$ cat src/rtl/dtc_pulse_gen.sv
`default_nettype none
// ============================================================================
// Module      : dtc_pulse_gen
// Description : Digital-to-time converter. Accepts an N-bit binary code and
//               emits one pulse of exactly `code` clock cycles at the start
//               of a fixed FRAME-cycle frame. Optional continuous mode
//               repeats the frame with the same code for averaging.
//
// Ports       : clk          system clock, rising edge
//               rst          asynchronous, active-high reset
//               code_in      requested pulse width in clk cycles (unsigned)
//               load         request valid, accepted when load && ready
//               ready        block can accept a code this cycle (comb.)
//               cont         continuous mode, sampled on last frame cycle
//               pulse_out    generated pulse (registered)
//               frame_start  one-cycle strobe on first cycle of a frame
//               done         one-cycle strobe on last cycle of a frame
//               busy         a frame is in progress
//
// Revision    : 1.0 - initial release
// ============================================================================
module dtc_pulse_gen #(
   parameter int N     = 8,
   parameter int FRAME = 256
) (
   input  logic         clk,
   input  logic         rst,
   input  logic [N-1:0] code_in,
   input  logic         load,
   output logic         ready,
   input  logic         cont,
   output logic         pulse_out,
   output logic         frame_start,
   output logic         done,
   output logic         busy
);

   // Frame-counter width is derived from the frame length.
   localparam int CW = (FRAME > 1) ? $clog2(FRAME) : 1;

   localparam logic [CW-1:0] c_last_cnt = CW'(FRAME - 1);

   typedef enum logic [0:0] {
      ST_IDLE = 1'b0,
      ST_RUN  = 1'b1
   } state_t;

   state_t        r_state;
   state_t        w_state_nxt;
   logic [CW-1:0] r_cnt;
   logic [CW-1:0] w_cnt_nxt;
   logic [N-1:0]  r_code_q;
   logic [N-1:0]  w_code_nxt;

   logic          w_last;
   logic          w_accept;
   logic [CW:0]   w_cnt_ext;
   logic [CW:0]   w_code_ext;
   logic          w_pulse_nxt;

   // ------------------------------------------------------------------------
   // State register
   // ------------------------------------------------------------------------
   always_ff @(posedge clk or posedge rst) begin
      if (rst) begin
         r_state <= ST_IDLE;
         r_cnt   <= '0;
         r_code_q <= '0;
      end else begin
         r_state  <= w_state_nxt;
         r_cnt    <= w_cnt_nxt;
         r_code_q <= w_code_nxt;
      end
   end

   // ------------------------------------------------------------------------
   // Next-state logic and combinational handshake
   // ------------------------------------------------------------------------
   always_comb begin
      w_state_nxt = r_state;
      w_cnt_nxt   = r_cnt;
      w_code_nxt  = r_code_q;

      w_last   = (r_state == ST_RUN) && (r_cnt == c_last_cnt);
      // ready is gated by rst so nothing can be accepted while reset is held.
      ready    = ~rst && ((r_state == ST_IDLE) || w_last);
      w_accept = load && ready;

      if (w_accept) begin
         // A new code always wins over continuous repeat of the old one.
         w_state_nxt = ST_RUN;
         w_cnt_nxt   = '0;
         w_code_nxt  = code_in;
      end else begin
         case (r_state)
            ST_RUN: begin
               if (w_last) begin
                  w_cnt_nxt = '0;
                  if (!cont) begin
                     w_state_nxt = ST_IDLE;
                  end
               end else begin
                  w_cnt_nxt = r_cnt + 1'b1;
               end
            end
            default: begin
               w_cnt_nxt = '0;
            end
         endcase
      end
   end

   // Counter and code compared at CW+1 bits; CW >= N because FRAME >= 2^N,
   // so the code zero-extension is always at least one bit wide.
   assign w_cnt_ext   = {1'b0, w_cnt_nxt};
   assign w_code_ext  = {{(CW + 1 - N){1'b0}}, w_code_nxt};
   assign w_pulse_nxt = (w_state_nxt == ST_RUN) && (w_cnt_ext < w_code_ext);

   // ------------------------------------------------------------------------
   // Registered outputs, computed from next-state values so that pulse_out,
   // frame_start, done and busy all line up with the counter they describe.
   // The asynchronous reset drops pulse_out immediately mid-frame.
   // ------------------------------------------------------------------------
   always_ff @(posedge clk or posedge rst) begin
      if (rst) begin
         pulse_out   <= 1'b0;
         frame_start <= 1'b0;
         done        <= 1'b0;
         busy        <= 1'b0;
      end else begin
         pulse_out   <= w_pulse_nxt;
         frame_start <= (w_state_nxt == ST_RUN) && (w_cnt_nxt == '0);
         done        <= (w_state_nxt == ST_RUN) && (w_cnt_nxt == c_last_cnt);
         busy        <= (w_state_nxt == ST_RUN);
      end
   end

endmodule
`default_nettype wire

$ cat config.mk
export PLATFORM = sky130hd
export DESIGN_NAME = dtc_pulse_gen
export DESIGN_NICKNAME = d
export VERILOG_FILES = /design/src/rtl/dtc_pulse_gen.sv
export SDC_FILE = /design/constraint.sdc
export NUM_CORES = 1
export LEC_CHECK = 0
export CORE_MARGIN = 2
export CORE_UTILIZATION = 25
export CTS_CLUSTER_SIZE = 20
export DETAILED_ROUTE_END_ITERATION = 6
export PLACE_DENSITY_LB_ADDON = 0.15
export SKIP_LAST_GASP = 1
export SLEW_MARGIN = 10
export SYNTH_ARGS = -nofsm -noshare
export SYNTH_HDL_FRONTEND = slang
export SYNTH_SLANG_ARGS = --single-unit
export TNS_END_PERCENT = 5
$ cat constraint.sdc
create_clock -name clk -period 5.76 [get_ports clk]
set_input_delay 1.152 -clock clk [delete_from_list [all_inputs] [get_ports clk]]
set_output_delay 1.152 -clock clk [all_outputs]
set_load 0.005 [all_outputs]
Word-level counts from Yosys, hierarchy flattened --
Cells that the tools add are included.
Storage, ports and cells: register bits 20, bits in latches 0, memory bits (writable) 0, bits in read-only memories 0, output and inout port bits 5, logic and storage cells 28, memories kept 0
Operators by class: add/subtract/negate cells 1, $mul 0, div/mod/pow operators 0, $lt $le $gt $ge 1, equality and inequality tests 2, shift-type cells 0, mux-type cells 8, bitwise operators 2, reductions and logical operators 8
Operators with widths (count):
- 2-to-1 mux 8 bit | 4
- equality test 8 bit (second input constant) | 2
- adder 8 x 1 -> 8 bit (second input constant) | 1
- zero test 8 bit | 1
- less-than comparator 8 bit | 1
- logical AND 1 bit | 6
- 2-to-1 mux 1 bit | 4
- NOT 1 bit | 2
- logical OR 1 bit | 1

Longest topological paths before layout --
word-level depth 8, depth in mapped cells 12

Least setup slack after synthesis --
No wires, ideal clock.
path type input to register, start point input rst, end point register pulse_out, setup time 0.094 ns, arrival 2.989 ns, path slack 2.677 ns, stages on the path 10, path buffers 1, cell sequence inv_1 nand3_2 buf_6 mux2i_2 ha_1 a21oi_1 nor2b_1 o21ai_0 o211ai_1 a211oi_1
Between the ends: cells in the longest elaborated chain, start to end 6, elaborated cells on any way between the ends 8, those cells by class order compare: 1; mux: 3; bitwise: 1; reduce/logical: 3
RTL lines:
- start: declaration | RTL line 27 | input logic rst,
- NOT 1 bit (*) | RTL line 86 | ready = ~rst && ((r_state == ST_IDLE) || w_last);
- logical AND 1 bit (*) | RTL line 86
- logical AND 1 bit (*) | RTL line 87 | w_accept = load && ready;
- 2-to-1 mux 8 bit | RTL line 89 | if (w_accept) begin
- less-than comparator 8 bit | RTL line 117 | assign w_pulse_nxt = (w_state_nxt == ST_RUN) && (w_cnt_ext < w_code_ext);
- logical AND 1 bit (*) | RTL line 117
- net w_pulse_nxt | RTL line 59 | logic w_pulse_nxt;
- end signal: assignment | RTL line 131 | pulse_out <= w_pulse_nxt;
- end: declaration | RTL line 32 | output logic pulse_out,
The timed path passes the listed nets; every way through them passes the cells marked *.

Worst setup path after layout --
Ends and elaborated chain as after synthesis.

==> flow_summary.yaml <==
pwr:
  sw_frac_of_total: 0.363
  p_sw_mw: 0.223
  power_density_mw_per_mm2: 409
  combPwrFrac: 0.392
  p_leak_nw: 0.623
  internal-power_mw: 0.393
  clkPwrFrac: 0.221
  pwr-share-seq: 0.387
  peakVddDrop_mv: 0.147
  p_total_mw: 0.616
floorplan:
  num_rows: 25
  core-area_mm2: 0.00475
  dieWidth_um: 74.4
  die_y_um: 74.4
  start_util: 0.261
  ios: 17
  die_area_mm2: 0.00554
job:
  max_cap_violations: 0
logic_synthesis:
  ys_seq_area_frac: 0.404
  synth_xor_area_frac: 0.0565
  syn_inst: 115
  syn_area_mm2: 0.00124
  synth.area.mux_share: 0.0868
  synthesis.nets: 135
  ys_types: 37
  avgSynthCellArea_um2: 10.8
  synth_top_area_cell: "dfrtp_1"
  synth_seq_cells: 20
  synth-simple-area-share: 0.190
  yosys_warnings: 0
  synth.area.top_cells: "dfrtp_1 (40%), ha_1 (8.1%), mux2i_2 (7.8%)"
  synthAdderAreaFrac: 0.0807
  synth_compound_area_frac: 0.111
  synth_top_family_by_area: "simple AND/OR/NAND/NOR gates"
  synth_top_area_frac: 0.404
grt:
  grt_util_met2: 0.153
  grtUsageMet1: 0.144
  antenna_found_initial: 0
  grt_overflow: 0
  first_global_vias: 867
  use_met3: 0.00813
  grt_max_degree: 23
  grtUsageTotal: 0.0995
  grt_pass1_wl_mm: 4.19
  top_usage_layer: "met2"
outcome:
  outcome: "finished, final reports clean"
clocking:
  clk_pin_slew_worst_paths_ps: 70
  numClockSinks: 20
  cts-root-buf: "clkbuf_8"
  numCtsBuffers: 3
  cts_tree: "yes"
  htreeDepth: 1
  postCtsSetupBuffers: 0
  clk_latency_ps: 250
  cts-resized-gates: 0
  cts_buffer_depth: 2
  holdBufCountCts: 0
worst_setup_path:
  start_kind: "input pin"
  crit_fanout: 22
  rr_startpoint: "r_cnt[1]"
  rrSetupSlack_ps: 2810
  required_ps: 5920
  path_class: "input pin to register"
  cp_data_arrival_time_ps: 3610
  crit_start: "rst"
  endpoint_kind: "register"
place:
  dp.cells: 192
  hpwlAfterDp_mm: 1.89
  place_congestion: 0.782
  postPlaceCellArea_mm2: 0.00144
  port_buffers: 16
  pre_cts_ws_ps: 1980
finish:
  n_antenna_cell: 0
  final_core_util: 0.317
  layout_commonest_cell: "dfrtp_1"
  area_growth_pct: 21.6
  filler_cell_count: 517
  regArea_um2: 500
  multiInputGateArea_um2: 651
  layout_common_cells: "dfrtp_1 (20), clkdlybuf4s50_1 (16), ha_1 (8)"
  final_cell_count_no_fill: 196
  layout-drive-gt1-share: 0.209
  finalInstanceArea_mm2: 0.00151
  final_nets: 150
timing:
  tightest_slew_ps: 416
  setup_violations: 0
  fin_crit_ps: 3440
  report.final.slew_viol_count: 0
  rsz0062_at_grt: "false"
  final.setup.tns_ps: 0
  skew_ps: 2.74
  fmaxAchievable_mhz: 290
  holdWs_ps: 489
  finalCritPeriodShare: 0.598
  relSlewSlack: 0.723
  setup_slack_ps: 2320
  hold_viol: 0
hold_path:
  hp-start: "r_code_q[1]"
  hold_class: "register to register"
routing:
  vias_per_cell: 4.32
  ant_nets: 0
  drt-total-wl_mm: 2.44
  firstDrtPassIters: 4
  drc: 0
  drt_iter0_drc: 53
  wl_per_cell_um: 12.4
  dr_total_vias: 846
[kinds of logic after synthesis]
| family | after synthesis |
|---|---|
| AOI/OAI and AO/OA | 20 |
| buffers and inverters | 16 |
| muxes | 8 |
| DFF | 20 |
| adders and majority gates | 8 |
| and+or+nand+nor | 35 |
| xor gates and xnor gates | 8 |
[routing by layer]
layer,wire length [um],share of wire,vias up
li1,-,-,432
met1,1240,0.51,403
met2,1110,0.46,9
met3,57,0.023,2
met4,25,0.010,0
met5,0,0,-
[final timing paths]
kind | endpoint | cells past startpoint
max in group asynchronous | r_cnt[1] | 3
hold / removal | r_code_q[1] | 2
hold reg to reg | r_code_q[1] | 2
setup / recovery | pulse_out | 11
setup reg to reg | pulse_out | 11
min in group asynchronous | r_code_q[0] | 3
[cells in the mapped netlist, drive strengths merged]
cell / n
dfrtp: 20
inv: 9
ha: 8
buf: 7
mux2i: 7
nor2: 7
nand3: 5
o21ai: 5
a21oi: 4
nand2: 4
nand4: 4
xnor2: 4
xor2: 4
a31oi: 3
and2: 3
and4: 3
a211oi: 2
and3: 2
nand3b: 2
nor3: 2
nor3b: 2
a21o: 1
a32oi: 1
a41oi: 1
mux2: 1
nor2b: 1
o211ai: 1
o21a: 1
o31ai: 1
[registers in the layout, summed over array words and instances, names as in the netlist]
| signal | count |
|---|---|
| r_code_q | 8 |
| busy | 1 |
| pulse_out | 1 |
| r_cnt | 8 |
| frame_start | 1 |
| done | 1 |
[critical path, stage by stage]
cell	delay, ps
clkdlybuf4s50_1	410
inv_1	50
buf_4	270
nand3_2	400
mux2i_2	350
ha_1	290
a21oi_1	150
nor2b_1	50
o21ai_0	180
o211ai_1	120
a211oi_1	170
[power groups by stage]
stage	sequential (mW)	combinational [mW]	clock, mW
5_1_grt	0.248	0.281	0.148
3_3_place_gp	0.243	0.247	0
4_1_cts	0.238	0.247	0.141
2_1_floorplan	0.198	0.238	0
6_report	0.239	0.241	0.136
3_5_place_dp	0.241	0.245	0
[area by class of cell]
type / instances / area share
clock buffer: 3 / 0.0274
clock inverter: 1 / 0.0199
inverter: 9 / 0.0224
multi-input combinational: 79 / 0.432
sequential: 20 / 0.332
tap: 67 / 0.0556
timing repair buffer: 17 / 0.111
No activity file was read; power rests on OpenSTA's default activity.
